$ cat config.mk
export PLATFORM = sky130hd
export DESIGN_NAME = alu_sequence_arbiter
export DESIGN_NICKNAME = d
export VERILOG_FILES = /design/src/rtl/alu_seq_pkg.sv /design/src/rtl/rr_arbiter_2.sv /design/src/rtl/alu_sequence_arbiter.sv
export SDC_FILE = /design/constraint.sdc
export NUM_CORES = 1
export LEC_CHECK = 0
export ABC_AREA = 1
export CAP_MARGIN = 10
export CORE_MARGIN = 4
export CORE_UTILIZATION = 46
export DETAILED_ROUTE_END_ITERATION = 6
export PLACE_DENSITY_LB_ADDON = 0.25
export SYNTH_ARGS = -nofsm -noshare
export SYNTH_HDL_FRONTEND = slang
export SYNTH_SLANG_ARGS = --single-unit
$ cat constraint.sdc
create_clock -name clk -period 1.6 [get_ports clk]
set_input_delay 0.4 -clock clk [delete_from_list [all_inputs] [get_ports clk]]
set_output_delay 0.4 -clock clk [all_outputs]
set_load 0.05 [all_outputs]
$ cat src/rtl/alu_seq_pkg.sv
// Shared types and constants for the ALU sequence arbiter: FSM encoding,
// the two phase codes the arbiter cares about, and the watchdog limit.
package alu_seq_pkg;

    typedef enum logic [2:0] {
        ST_IDLE  = 3'd0,
        ST_START = 3'd1,
        ST_RUN   = 3'd2,
        ST_STOP  = 3'd3,
        ST_ACK   = 3'd4
    } state_t;

    localparam logic [4:0] PHASE0 = 5'b00001;
    localparam logic [4:0] PHASE4 = 5'b10000;

    // One full rotation takes 5 cycles; one extra cycle of slack before the watchdog trips.
    function automatic int wd_limit(input int num_passes);
        return 5 * num_passes + 1;
    endfunction

endpackage

$ cat src/rtl/rr_arbiter_2.sv
// Two-way round-robin pick: a lone request wins outright, on a tie the
// requester that was not served last wins.
module rr_arbiter_2 (
    input  logic [1:0] req_i,
    input  logic       last_grant_i,
    output logic [1:0] win_o
);

    always_comb begin
        win_o = 2'b00;
        case (req_i)
            2'b01:   win_o = 2'b01;
            2'b10:   win_o = 2'b10;
            2'b11:   win_o = last_grant_i ? 2'b01 : 2'b10;
            default: win_o = 2'b00;
        endcase
    end

endmodule

$ cat src/rtl/alu_sequence_arbiter.sv
// Shares the 5-phase sequence counter between two ALU requesters: grants one,
// runs the counter for NUM_PASSES rotations, checks the phases and acknowledges.
module alu_sequence_arbiter
    import alu_seq_pkg::*;
#(
    parameter int OPW        = 3,
    parameter int NUM_PASSES = 1,
    parameter int PW         = 4
) (
    input  logic           clk,
    input  logic           reset,
    input  logic [1:0]     req,
    input  logic [OPW-1:0] op0,
    input  logic [OPW-1:0] op1,
    input  logic [4:0]     phase,
    output logic           begin_signal,
    output logic           end_signal,
    output logic [1:0]     grant,
    output logic [OPW-1:0] op_sel,
    output logic [1:0]     ack,
    output logic           busy,
    output logic           phase_err
);

    // PW+3 bits always covers 5*NUM_PASSES+2 when NUM_PASSES fits in PW bits.
    localparam int             WDW       = PW + 3;
    localparam logic [WDW-1:0] WD_LIMIT  = WDW'(wd_limit(NUM_PASSES));
    localparam logic [PW-1:0]  LAST_PASS = PW'(NUM_PASSES - 1);

    state_t         state_q;
    logic [1:0]     grant_q;
    logic [OPW-1:0] op_sel_q;
    logic [1:0]     ack_q;
    logic           busy_q;
    logic           begin_q;
    logic           err_q;
    logic           last_grant_q;
    logic [PW-1:0]  pass_q;
    logic [WDW-1:0] wd_q;

    logic [1:0]     win;
    logic [WDW-1:0] wd_d;
    logic           phase_onehot;
    logic           run_err;
    logic           run_done;

    rr_arbiter_2 u_arb (
        .req_i        (req),
        .last_grant_i (last_grant_q),
        .win_o        (win)
    );

    assign phase_onehot = (phase != 5'd0) && ((phase & (phase - 5'd1)) == 5'd0);
    assign wd_d         = wd_q + 1'b1;
    assign run_err      = (state_q == ST_RUN) && (!phase_onehot || (wd_d > WD_LIMIT));
    assign run_done     = (state_q == ST_RUN) && (phase == PHASE4) && (pass_q == LAST_PASS);

    // end_signal must clear the counter's run flag in the same cycle the last phase is seen.
    assign end_signal   = run_err | run_done;
    assign phase_err    = err_q | run_err;
    assign begin_signal = begin_q;
    assign grant        = grant_q;
    assign op_sel       = op_sel_q;
    assign ack          = ack_q;
    assign busy         = busy_q;

    always_ff @(posedge clk or posedge reset) begin
        if (reset) begin
            state_q      <= ST_IDLE;
            grant_q      <= 2'b00;
            op_sel_q     <= '0;
            ack_q        <= 2'b00;
            busy_q       <= 1'b0;
            begin_q      <= 1'b0;
            err_q        <= 1'b0;
            last_grant_q <= 1'b1;
            pass_q       <= '0;
            wd_q         <= '0;
        end else begin
            begin_q <= 1'b0;
            ack_q   <= 2'b00;
            case (state_q)
                ST_IDLE: begin
                    if (|req) begin
                        grant_q  <= win;
                        op_sel_q <= win[0] ? op0 : op1;
                        begin_q  <= 1'b1;
                        busy_q   <= 1'b1;
                        state_q  <= ST_START;
                    end
                end
                ST_START: begin
                    pass_q  <= '0;
                    wd_q    <= '0;
                    state_q <= ST_RUN;
                end
                ST_RUN: begin
                    wd_q <= wd_d;
                    if (run_err) begin
                        err_q   <= 1'b1;
                        state_q <= ST_STOP;
                    end else if (phase == PHASE4) begin
                        if (pass_q == LAST_PASS) begin
                            state_q <= ST_STOP;
                        end else begin
                            pass_q <= pass_q + 1'b1;
                        end
                    end
                end
                ST_STOP: begin
                    if (phase != PHASE0) begin
                        err_q <= 1'b1;
                    end
                    ack_q   <= grant_q;
                    state_q <= ST_ACK;
                end
                ST_ACK: begin
                    grant_q      <= 2'b00;
                    last_grant_q <= grant_q[1];
                    busy_q       <= 1'b0;
                    state_q      <= ST_IDLE;
                end
                default: begin
                    state_q <= ST_IDLE;
                end
            endcase
        end
    end

endmodule

==> results.ini, run 1 <==
[die]
die-area_um2 = 3970
core_um2 = 2830
die_h_um = 63.0
pin_count = 26
die_w_um = 63.0
start_util_pct = 49.1
rows = 19

[yosys]
synthFlopType = dfrtp_1
synth_cells = 173
yosys_warnings = 0
synth_top_area_share_pct = 43.2
async_flop_share_pct = 100
synth_largest_area_cell = dfrtp_1
synth_seq_area_share_pct = 45.1
synth_cell_types = 23
ys_top_cells_by_area = dfrtp_1 (43%), nand2_1 (12%), inv_1 (7.6%)
synthTopCellsByCount = nand2_1 (45), inv_1 (28), dfrtp_1 (24), nand3_1 (20), nor2_1 (12)
synth_area_um2 = 1390
ys_seq_elements = 25
post-synth-top-count-cell = nand2_1
avgSynthCellArea_um2 = 8.04
synth_edf_count = 0
syn_nets = 192

[clocking]
numCtsBuffers = 3
clock_sinks = 25
htreeDepth = 1
clk_path_buf_depth = 2
clk_latency_ns = 0.32
cts-root-buf = clkbuf_4
tritoncts = yes
clk_pin_slew_ns = 0.13

[timing]
max_freq_mhz = 448
setup_viol = 6
fin_ws_ns = -0.631
finalHoldViolCount = 0
rsz0062_at_grt = true
drv_slew = 0
max_slew_margin_pct = 76.0
timing.final.crit_share_pct = 139
tightest_slew_ns = 0.359
min_period_ns = 2.23
skew_ns = 0.00309

[layout]
area_delta_synth_final_pct = 52.7
final_util_pct = 75.0
final_area_um2 = 2120
nets = 250
final_cells = 261
diodes = 0
drive_above_1_share_pct = 32.6

[run]
max_cap_viol_count = 0

[global_routing]
grt_max_degree = 26
grt_pass1_wl_um = 5880
antenna_found_initial = 0
track_usage_pct = 18.6
first_global_vias = 1391
grt_overflow = 0

[power]
p_per_area_nw_per_um2 = 1640
ir_drop_mv = 1.05
p_leak_nw = 1.06
total_power_mw = 3.49

[routing]
wl_per_cell_um = 13.4
vias = 1357
wirelength_um = 3500
remaining_drc_errors = 0
via_per_inst = 5.20
drt_iter0_drc = 71
drtPass1Iterations = 4
ant_nets = 0

[placement]
port_buffers = 25
gp_congestion = 0.818
dpl_worst_slack_ns = -0.633
placed_area_um2 = 2010
place_hpwl_um = 2720
dp.cells = 255

[outcome]
failed_checks = setup timing
outcome = complete, but fails checks

[critical_path]
critPathKind = primary input to primary output
required_ns = 1.20
arrival_ns = 1.83
crit_path_start_kind = primary input
critPathMaxFanout = 4
cp-end-kind = primary output

[worst_hold_path]
hp-class = primary input to async pin

[through the flow]
step,hold WS (ns),TNS [ns]
after floorplan,0.427,-0.363
after global placement,0.478,-2.86
after detailed placement,0.481,-3.71
after CTS,0.415,-1.82
after global routing,0.430,-2.78
final,0.414,-2.00
[kinds of logic after synthesis]
family / after synthesis / synth area share (%)
AO/OA/AOI/OAI: 18 / 8.46
AND/OR/NAND/NOR: 96 / 34.0
buffers and inverters: 28 / 7.56
flip-flops: 25 / 45.1
XOR/XNOR: 2 / 1.26
adder cells (fa/ha/maj): 4 / 3.60
[final cells by class]
type	count	area, um2
multi-input cells	120	744
fillers	193	707
flip-flops and latches	25	629
repair buffers	53	577
inverters	28	105
well taps	31	38.8
clock buffers	3	22.5
clock inverters	1	5.00
[final timing paths]
| path | slack, ns | start | depth (start not counted) | end |
|---|---|---|---|---|
| setup / recovery | -0.63 | phase[0] | 10 | end_signal |
| hold / removal | 0.41 | reset | 3 | wd_q[6] |
| setup reg to reg | -0.19 | wd_q[0] | 12 | pass_q[0] |
| hold reg to reg | 0.51 | err_q | 2 | err_q |
| max in group asynchronous | 0.90 | reset | 3 | last_grant_q |
| min in group clk | 0.51 | err_q | 2 | err_q |
[registers in the layout, summed over array words and instances (netlist names)]
name / flops
wd_q: 7
state_q: 3
pass_q: 4
ack: 2
busy: 1
last_grant_q: 1
grant: 2
err_q: 1
op_sel: 3
begin_signal: 1
[cells in the final DEF (no fill, tap or decap), drive strengths merged]
cell,instances
nand2,50
nor3b,1
nand4,4
a21oi,2
ha,4
dlymetal6s2s,1
buf,39
a31oi,1
dfstp,1
dfrtp,24
xor2,2
inv,28
nor2,18
o21ai,9
clkdlybuf4s50,13
nand3,23
clkinv,1
o31ai,1
clkbuf,3
o22ai,5
[per-layer routing]
layer | GRT usage (%) | vias to the layer above | share of wire [%]
met5 | 0 | - | 0
met4 | 8.26 | 0 | 2.0
met3 | 4.32 | 8 | 6.0
met2 | 32.1 | 47 | 49
met1 | 21.6 | 630 | 43
li1 | - | 672 | -
[power by group]
group | switching [mW] | internal (mW)
Clock | 0.187 | 0.0937
Sequential | 0.221 | 0.840
Combinational | 1.19 | 0.953
[worst max-delay path, cell delays in order]
cell	delay, ns
clkdlybuf4s50_1	0.48
nor2_4	0.14
nand3_2	0.11
nand2_1	0.11
nand2_1	0.09
nor2_4	0.11
nand2_2	0.07
nand2_4	0.09
o21ai_4	0.07
buf_12	0.14
[repair_timing]
item / in CTS / in global routing
pin swaps: 0 / 4
setup endpoints to repair: 6 / 8
setup buffers: 0 / 2
hold buffers: 0 / 0
resized for setup: 1 / 18
Power figures use the tool's default switching activity.
==> run 2, diff against run 1 <==
--- a/config.mk
+++ b/config.mk
@@ -6,9 +6,11 @@
 export NUM_CORES = 1
 export LEC_CHECK = 0
 export ABC_AREA = 1
-export CAP_MARGIN = 10
+export CAP_MARGIN = 40
+export CELL_PAD_IN_SITES_DETAIL_PLACEMENT = 0
+export CELL_PAD_IN_SITES_GLOBAL_PLACEMENT = 2
 export CORE_MARGIN = 4
-export CORE_UTILIZATION = 46
+export CORE_UTILIZATION = 27
 export DETAILED_ROUTE_END_ITERATION = 6
 export PLACE_DENSITY_LB_ADDON = 0.25
 export SYNTH_ARGS = -nofsm -noshare
==> run 2 against run 1 <==
  * The flow still finishes with violations (setup timing)
  * Core utilization fell by 29 points
  * Critical endpoint unchanged
  * Count of clock-buffer cells in the layout did not move
  * Register-to-register slack improved by 0.12 ns
  * Sequential power barely moved
  * First-iteration DRC count did not move
  * Clock skew rose by 0.0018 ns
  * Largest cell class unchanged
  * Clock power rose by 40%
  * Critical path type is now flop to primary output
==> results.ini, run 2 (synthesized netlist as in run 1, its figures left out) <==
[layout]
largest_reg_flops = 7  ; unchanged
final_common_cell = nand2_1  ; unchanged
n_fill_cell = 470  ; was 193
diodes = 0  ; unchanged
largestRegisters = wd_q: 7 flops, pass_q: 4 flops  ; unchanged
largest-register = wd_q  ; unchanged
nets = 254  ; was 250
final_area_um2 = 2230  ; was 2120 um2
drive_above_1_share_pct = 35.0  ; was 32.6%
final_cell_mix = nand2_1 (36), buf_4 (32), inv_1 (27)  ; was nand2_1 (38), inv_1 (27), buf_4 (27)
area_delta_synth_final_pct = 60.1  ; was 52.7%

[outcome]
outcome = complete, but fails checks  ; unchanged
failed_checks = setup timing  ; unchanged

[timing]
skew_ns = 0.00485  ; was 0.00309 ns
max_freq_mhz = 471  ; was 448 MHz
finalHoldViolCount = 0  ; unchanged
tns_ns = -1.29  ; was -2.00 ns
setup_viol = 6  ; unchanged
drv_slew = 0  ; unchanged
rsz0062_at_grt = true  ; unchanged
tightest_slew_ns = 0.346  ; was 0.359 ns
max_slew_margin_pct = 76.9  ; was 76.0%
min_period_ns = 2.12  ; was 2.23 ns
fin_ws_ns = -0.522  ; was -0.631 ns
timing.final.crit_share_pct = 133  ; was 139%

[die]
core_um2 = 4850  ; was 2830 um2
die_w_um = 79.8  ; was 63.0 um
start_util_pct = 28.7  ; was 49.1%
die_h_um = 79.8  ; was 63.0 um
rows = 25  ; was 19
die-area_um2 = 6360  ; was 3970 um2
pin_count = 26  ; unchanged

[routing]
drtPass1Iterations = 4  ; unchanged
remaining_drc_errors = 0  ; unchanged
ant_nets = 0  ; unchanged
vias = 1310  ; was 1,357
drt_iter0_drc = 71  ; unchanged
wirelength_um = 3610  ; was 3500 um
wl_per_cell_um = 12.0  ; was 13.4 um
via_per_inst = 4.35  ; was 5.20

[clocking]
htreeDepth = 1  ; unchanged
cts_hold_buf = 0  ; unchanged
clk_path_buf_depth = 2  ; unchanged
numCtsBuffers = 3  ; unchanged
tritoncts = yes  ; unchanged
clock_sinks = 25  ; unchanged
clk_pin_slew_ns = 0.10  ; was 0.13 ns
clk_latency_ns = 0.27  ; was 0.32 ns
cts-root-buf = clkbuf_8  ; was clkbuf_4

[worst_hold_path]
hp-class = primary input to async pin  ; unchanged

[critical_path]
cp-end-kind = primary output  ; unchanged
r2r_slack_ns = -0.07  ; was -0.19 ns
critPathMaxFanout = 4  ; unchanged
crit_start = wd_q[0]  ; was phase[0]
r2r-end = pass_q[2]  ; was pass_q[0]
r2r_cells = 11  ; was 12
r2r-start = wd_q[0]  ; unchanged
critPathKind = flop to primary output  ; was primary input to primary output
crit_path_start_kind = flop  ; was primary input
required_ns = 1.20  ; about the same
arrival_ns = 1.72  ; was 1.83 ns
cp-endpoint = end_signal  ; unchanged

[run]
max_cap_viol_count = 0  ; unchanged

[global_routing]
track_usage_pct = 12.6  ; was 18.6%
grt_pass1_wl_um = 6270  ; was 5880 um
grt_overflow = 0  ; unchanged
grt_max_degree = 26  ; unchanged
first_global_vias = 1300  ; was 1,391
antenna_found_initial = 0  ; unchanged

[power]
ir_drop_mv = 0.891  ; was 1.05 mV
p_per_area_nw_per_um2 = 1630  ; was 1640 nW/um2
p_leak_nw = 1.08  ; was 1.06 nW

[placement]
place_hpwl_um = 2870  ; was 2720 um
gp_congestion = 0.835  ; was 0.818
port_buffers = 25  ; unchanged
placed_area_um2 = 2060  ; was 2010 um2

run 2: cell count changes in the layout (fill, tap and decap cells not counted), moves of 2 or more:
cell and change:
nand2_2 +2, clkbuf_8 +3, dlygate4sd2_1 +3, buf_4 +5
clkbuf_4 -3, nand2_1 -2, clkdlybuf4s50_1 -2
run 2: how the worst min path moves through the flow:
stage / end / slack, ns / start
after global placement: err_q / 0.48 / err_q
final: pass_q[2] / 0.47 / reset
after floorplan: ack[0] / 0.43 / reset
after global routing: busy / 0.51 / reset
after detailed placement: err_q / 0.49 / err_q
after CTS: busy / 0.48 / reset
run 2: metrics by stage:
stage                     utilization [%]  power (mW)  worst slack (ns)  hold slack (ns)  std cells
final                                45.9        3.64            -0.522            0.468        301
after global placement               42.5        3.10            -0.643            0.483        292
after CTS                            45.5        3.70            -0.545            0.475        300
after detailed placement             42.5        3.13            -0.642            0.491        292
after global routing                 45.9        3.91            -0.635            0.509        301
after floorplan                         -        2.10            -0.188            0.427        173
run 2: critical path, stage by stage (launching register included):
cell and delay, ns:
dfrtp_2 0.43, ha_4 0.19, nand4_1 0.13, nand2_2 0.13
nand3_4 0.08, nor2_4 0.12, nand2_2 0.07, nand2_4 0.09
o21ai_4 0.07, buf_12 0.15
run 2: cell type report:
type	count	area (um2)	area share (%)
Clock buffer	3	41.3	1.85
Clock inverter	1	7.51	0.337
Inverter	28	105	4.72
Multi-Input combinational cell	120	762	34.2
Sequential cell	25	629	28.3
Tap cell	67	83.8	3.77
Timing Repair Buffer	57	597	26.8
run 2: layer usage:
metal,track usage [%],wire length (um),vias up
li1,-,-,677
met1,17.1,1610,607
met2,21.0,1840,24
met3,2.71,135,2
met4,1.52,18,0
met5,0,0,-
run 2: repair_timing:
item,in CTS,in global routing
buffers inserted,5,2
resized for setup,21,5
endpoints found under the setup margin,6,9
pin swaps,8,2
run 2: power by group:
| part | switching [mW] | internal [mW] |
|---|---|---|
| Sequential | 0.217 | 0.841 |
| Clock | 0.216 | 0.177 |
| Combinational | 1.21 | 0.977 |
